[src/rtl/io_bus_pkg.sv]
// Shared types and constants for the memory-mapped I/O bus sequencer.
package io_bus_pkg;

    // Sequencer states, 2-bit encoding
    typedef enum logic [1:0] {
        ST_IDLE = 2'd0,
        ST_REQ  = 2'd1,
        ST_WAIT = 2'd2,
        ST_DONE = 2'd3
    } state_t;

    localparam int unsigned NUM_DEV = 4;
    localparam int unsigned DATA_W  = 32;
    localparam int unsigned PAGE_W  = 6;
    localparam int unsigned CNT_W   = 8;

    // Device indices into dev_sel / dev_ack / dev_rdata
    localparam int unsigned DEV_SW   = 0;
    localparam int unsigned DEV_LED  = 1;
    localparam int unsigned DEV_SEG  = 2;
    localparam int unsigned DEV_UART = 3;

    // Address-map pages for addr[9:4]
    localparam logic [PAGE_W-1:0] PAGE_SW   = 6'h00;
    localparam logic [PAGE_W-1:0] PAGE_LED  = 6'h01;
    localparam logic [PAGE_W-1:0] PAGE_SEG  = 6'h02;
    localparam logic [PAGE_W-1:0] PAGE_UART = 6'h03;

    localparam int unsigned TIMEOUT_DEFAULT = 15;

    // One-hot device select to binary index (0 when no bit is set)
    function automatic logic [1:0] onehot_to_idx(input logic [NUM_DEV-1:0] oh);
        logic [1:0] idx;
        idx = 2'd0;
        for (int i = 0; i < int'(NUM_DEV); i++) begin
            if (oh[i]) idx = 2'(i);
        end
        return idx;
    endfunction

endpackage

[src/rtl/io_bus_ctrl_decode.sv]
// Page decoder: maps addr[9:4] to a one-hot device select and a mapped flag.
module io_addr_decode
    import io_bus_pkg::*;
(
    input  logic [PAGE_W-1:0]  i_page,
    output logic [NUM_DEV-1:0] o_onehot,
    output logic               o_mapped
);

    // Combinational page lookup; unmapped pages give an all-zero select
    always_comb begin
        o_onehot = '0;
        case (i_page)
            PAGE_SW:   o_onehot = NUM_DEV'(1) << DEV_SW;
            PAGE_LED:  o_onehot = NUM_DEV'(1) << DEV_LED;
            PAGE_SEG:  o_onehot = NUM_DEV'(1) << DEV_SEG;
            PAGE_UART: o_onehot = NUM_DEV'(1) << DEV_UART;
            default:   o_onehot = '0;
        endcase
        o_mapped = |o_onehot;
    end

endmodule

[src/rtl/io_bus_ctrl.sv]
// I/O access sequencer: stalls the core, runs a req/ack handshake with a
// bounded wait against the selected peripheral and returns load data.
module io_bus_ctrl
    import io_bus_pkg::*;
#(
    parameter int unsigned ADDR_W  = 10,
    parameter int unsigned TIMEOUT = TIMEOUT_DEFAULT
)(
    input  logic                  clock,
    input  logic                  reset,
    input  logic                  io_read,
    input  logic                  io_write,
    input  logic [ADDR_W-1:0]     addr,
    input  logic [31:0]           wdata,
    output logic                  stall,
    output logic [31:0]           rdata,
    output logic                  rdata_valid,
    output logic                  bus_err,
    output logic [3:0]            dev_sel,
    output logic                  dev_req,
    output logic                  dev_we,
    output logic [3:0]            dev_addr,
    output logic [31:0]           dev_wdata,
    input  logic [3:0]            dev_ack,
    input  logic [127:0]          dev_rdata
);

    state_t              r_state;
    logic [CNT_W-1:0]    r_cnt;
    logic [1:0]          r_dev_idx;
    logic [31:0]         r_rdata;
    logic                r_rdata_valid;
    logic                r_bus_err;
    logic [NUM_DEV-1:0]  r_dev_sel;
    logic                r_dev_req;
    logic                r_dev_we;
    logic [3:0]          r_dev_addr;
    logic [31:0]         r_dev_wdata;

    logic [NUM_DEV-1:0]  w_onehot;
    logic                w_mapped;
    logic                w_access;
    logic                w_ack;
    logic                w_tmo;
    logic [DATA_W-1:0]   w_sel_rdata;

    io_addr_decode u_decode (
        .i_page   (PAGE_W'(addr[ADDR_W-1:4])),
        .o_onehot (w_onehot),
        .o_mapped (w_mapped)
    );

    // Handshake qualifiers: only the selected device's ack counts
    assign w_access    = io_read | io_write;
    assign w_ack       = |(dev_ack & r_dev_sel);
    assign w_tmo       = (r_state == ST_WAIT) && ((32'(r_cnt) + 32'd1) == TIMEOUT);
    assign w_sel_rdata = dev_rdata[{r_dev_idx, 5'd0} +: DATA_W];

    // Stall covers the request cycle in IDLE plus the whole handshake
    assign stall = ((r_state == ST_IDLE) && w_access)
                 || (r_state == ST_REQ) || (r_state == ST_WAIT);

    // Sequencer state, timeout counter and registered outputs
    always_ff @(posedge clock) begin
        if (reset) begin
            r_state       <= ST_IDLE;
            r_cnt         <= '0;
            r_dev_idx     <= '0;
            r_rdata       <= '0;
            r_rdata_valid <= 1'b0;
            r_bus_err     <= 1'b0;
            r_dev_sel     <= '0;
            r_dev_req     <= 1'b0;
            r_dev_we      <= 1'b0;
            r_dev_addr    <= '0;
            r_dev_wdata   <= '0;
        end else begin
            case (r_state)
                ST_IDLE: begin
                    r_rdata_valid <= 1'b0;
                    if (w_access) begin
                        // Simultaneous load+store is executed as a store but flagged
                        if (io_read && io_write) r_bus_err <= 1'b1;
                        if (w_mapped) begin
                            r_dev_sel   <= w_onehot;
                            r_dev_idx   <= onehot_to_idx(w_onehot);
                            r_dev_we    <= io_write;
                            r_dev_addr  <= addr[3:0];
                            r_dev_wdata <= wdata;
                            r_dev_req   <= 1'b1;
                            r_state     <= ST_REQ;
                        end else begin
                            r_rdata       <= '0;
                            r_bus_err     <= 1'b1;
                            r_rdata_valid <= 1'b1;
                            r_state       <= ST_DONE;
                        end
                    end
                end

                ST_REQ, ST_WAIT: begin
                    if (w_ack || w_tmo) begin
                        // Ack beats a coincident timeout
                        r_rdata       <= (w_ack && !r_dev_we) ? w_sel_rdata : '0;
                        if (!w_ack) r_bus_err <= 1'b1;
                        r_rdata_valid <= 1'b1;
                        r_dev_sel     <= '0;
                        r_dev_req     <= 1'b0;
                        r_dev_we      <= 1'b0;
                        r_dev_addr    <= '0;
                        r_dev_wdata   <= '0;
                        r_state       <= ST_DONE;
                    end else if (r_state == ST_REQ) begin
                        r_cnt   <= '0;
                        r_state <= ST_WAIT;
                    end else begin
                        r_cnt <= r_cnt + 1'b1;
                    end
                end

                ST_DONE: begin
                    // Retiring instruction's flags are still present; ignore them
                    r_rdata_valid <= 1'b0;
                    r_state       <= ST_IDLE;
                end

                default: r_state <= ST_IDLE;
            endcase
        end
    end

    assign rdata       = r_rdata;
    assign rdata_valid = r_rdata_valid;
    assign bus_err     = r_bus_err;
    assign dev_sel     = r_dev_sel;
    assign dev_req     = r_dev_req;
    assign dev_we      = r_dev_we;
    assign dev_addr    = r_dev_addr;
    assign dev_wdata   = r_dev_wdata;

endmodule

[config.mk]
export PLATFORM = sky130hd
export DESIGN_NAME = io_bus_ctrl
export DESIGN_NICKNAME = d
export VERILOG_FILES = /design/src/rtl/io_bus_pkg.sv /design/src/rtl/io_bus_ctrl_decode.sv /design/src/rtl/io_bus_ctrl.sv
export SDC_FILE = /design/constraint.sdc
export NUM_CORES = 1
export LEC_CHECK = 0
export BUFFER_PORTS_ARGS = -buffer_cell sky130_fd_sc_hd__buf_2
export CORE_ASPECT_RATIO = 1.2
export CORE_MARGIN = 5
export CORE_UTILIZATION = 25
export DETAILED_ROUTE_END_ITERATION = 8
export HOLD_SLACK_MARGIN = 0.06
export SYNTH_ARGS = -nofsm -noshare
export SYNTH_HDL_FRONTEND = slang
export SYNTH_SLANG_ARGS = --single-unit
[constraint.sdc]
create_clock -name clock -period 4.5 [get_ports clock]
set_input_delay 0.45 -clock clock [delete_from_list [all_inputs] [get_ports clock]]
set_output_delay 0.45 -clock clock [all_outputs]
set_load 0.02 [all_outputs]
==> summary.txt <==
Run status
  • Status: finished, final reports clean

STA
  • F_max: 393 MHz
  • Slew @ Worst Pin: 1110 ps
  • Final setup skew: 8.20 ps
  • Final worst path period share: 56.5%
  • Setup violators final: 0
  • Relative max-transition margin: 25.8%
  • Final setup margin: 1960 ps
  • Post-route minimum period: 2540 ps
  • Final Hold Viols: 0
  • Fin Hold WS: 346 ps
  • TNS Setup: 0 ps
  • Slew Limit Fails: 0
  • RSZ-0062 raised after global routing: false

Synth
  • Most instantiated cells after synthesis: 88 x dfxtp_1, 44 x a21oi_1, 41 x nand3_1
  • Primary FF master, synth: dfxtp_1
  • Netlist cell types: 48
  • Synthesized area: about 4500 um2
  • Synth Area in Compound Gates: 13.6%
  • Post-synth EDFFs: 0
  • Mux cell area share after synthesis: 23.9%
  • Simple-gate share of the synthesized area: 16.7%
  • Asr flop ratio synth: 0%
  • Largest family of logic cells by synthesized area: multiplexers
  • Syn avg cell area: slightly below 10 um2
  • Ys Warns: 0
  • Seq/Total Area, Yosys: 38.9%
  • Top cells by area, synth: dfxtp_1 39%, mux4_2 16%, mux2i_1 7.7%, a21oi_1 4.9%, nand2b_1 4.7%
  • Cells after synthesis: 467
  • Count leader, synth: dfxtp_1
  • Number of synthesized register bits: a little under 90
  • Synth Area in XOR/XNOR: 0.386%
  • Adder-cell share of the synthesized area: 1.66%
  • Cell taking the most area after synthesis: dfxtp_1
  • Share of the synthesized area in the top cell type: 38.9%
  • Syn_nets: 651

GRT
  • Vias in the first global route: around 4,500
  • Grt total ovfl: 0
  • GR Util All Layers: 13.5%
  • Initial antenna violation count: 1
  • Largest net degree at the start of global routing: 39
  • First-pass GRT wire length: 22.6 mm

Clocking
  • Worst-Skew Late Latency: approximately 340 ps
  • Resized Gates After CTS: 0
  • Number of buffers created by CTS: 9
  • CTS tree: built
  • H-tree depth: 3
  • CTS root buf: clkbuf_16
  • Clock Tree Buf Depth: 2
  • CTS clk-pin slew, worst paths: 60 ps
  • Setup bufs post-CTS: 0
  • CTS sink count: 88
  • Hold buffer count at CTS: 0

Power and ir drop
  • Pint: about 1800 uW
  • P_sw: 1230 uW
  • Switching share of power: 40.3%
  • Seq pwr share: 31.2%
  • Combinational share of power: 43.4%
  • PwrDens: roughly 490 nW/um2
  • VDD IR max: 0.247 mV
  • Leak: 0.00281 uW
  • Clock power share: 25.3%

Layout
  • Final Util: 34.7%
  • Area grow syn2layout: 38.1%
  • Final std cells w/o fill: a little over 900
  • Ant diodes: 0
  • Nets@finish: roughly 880
  • Share of layout cells above drive strength 1: ~46%

Worst hold path
  • Hold crit path type: in -> reg
  • Worst hold path cell count: 2

Drt
  • DRC Markers: 0
  • First-iteration detailed-routing DRC count: approximately 150
  • Drt total wl: 14.4 mm
  • Post-DRT Antenna Nets: 0
  • Vias: 4,390
  • Vias per cell: 4.73
  • Pre-antenna DRT Iters: 4
  • Post-DR wirelength/cell: about 16 um

Setup path
  • Critical path class: reg -> reg
  • Worst Path Required: between 4000 and 5000 ps
  • Critical path fanouts, max: 24
  • Startpoint types: flip-flop
  • Worst reg-to-reg path cell count: 7
  • Crit path DAT: 2810 ps
  • CP endpoint kind: flip-flop

Floorplanning
  • Die ar.: 20,900 um2
  • Die width: 133 um
  • Die Y: roughly 160 um
  • Row cnt: 54
  • Initial Util: between 20% and 30%
  • Core Area: 18,000 um2
  • IO Pins: 255

Placed design
  • # placed instances: 912
  • Number of buffers added on ports: between 200 and 300
  • Gp weighted congestion: 0.819
  • Detailed Place HPWL: 11.1 mm
  • Worst slack, placed: 1910 ps

Flow run
  • Max_cap viols: 0
## per-layer routing
layer	global-route usage (%)	wire, um	vias to the layer above
li1	-	-	2163
met1	15.2	5650	2027
met2	24.1	7340	177
met3	4.03	1140	21
met4	5.15	258	2
met5	0	13	-
## per-stage QoR
step                      cell area, um2  total power (uW)
after global placement              5960              2310
after CTS                           6260              3110
after global routing                6260              3270
after floorplan                     4530              1940
final                               6260              3060
after detailed placement            5960              2320
## kinds of logic after synthesis
family	count (synthesis)
mux	68
compound gates	109
buf+inv	49
xor+xnor	2
simple gates	145
fa+ha+maj	6
flops	88
## layout make-up
cell class | instances | area (um2)
fill | 1843 | 11800
timing repair buffer | 262 | 1330
multi-input combinational | 330 | 2550
sequential | 88 | 1760
inverter | 8 | 30.0
clock inverter | 4 | 51.3
tap | 224 | 280
clock buffer | 12 | 256
## power groups by stage
stage / clock network [uW] / registers, uW / logic [uW]
finish: 776 / 956 / 1330
floorplan: 0 / 1080 / 855
CTS: 809 / 956 / 1350
detailed placement: 0 / 974 / 1340
global placement: 0 / 971 / 1340
global route: 843 / 970 / 1460
## sequential cells by signal (all words and copies together) (netlist names)
signal and flops:
r_state 2, rdata_valid 1, dev_we 1, dev_wdata 32, r_cnt 8, r_dev_idx 2
rdata 32, dev_addr 4, bus_err 1, dev_req 1, dev_sel 4
## cell usage in the layout, fill, tap and decap left out, types with 9 or more instances in the layout
cell,synthesis,final
nand2_1,39,39
nand2b_1,34,34
mux2i_1,35,35
nand3_1,41,41
buf_2,10,254
o21ai_0,39,39
mux4_2,32,32
dfxtp_1,88,87
clkbuf_16,0,9
a21oi_1,44,43
nor2_1,13,13
## path summary, 6_finish.rpt
path / startpoint / to / slack (ps)
max: r_state[0] / rdata[9] / 1960
min: addr[4] / dev_sel[2] / 350
max reg2reg: r_state[0] / rdata[9] / 1960
min reg2reg: dev_req / dev_req / 450
## worst max-delay path, stage by stage, from the launching register on
cell	delay, ps
dfxtp_1	360
inv_1	90
ha_1	400
nand3_1	180
a21o_2	290
nand2_2	590
buf_4	340
mux2i_1	220
No activity file was read; power rests on OpenSTA's default activity.
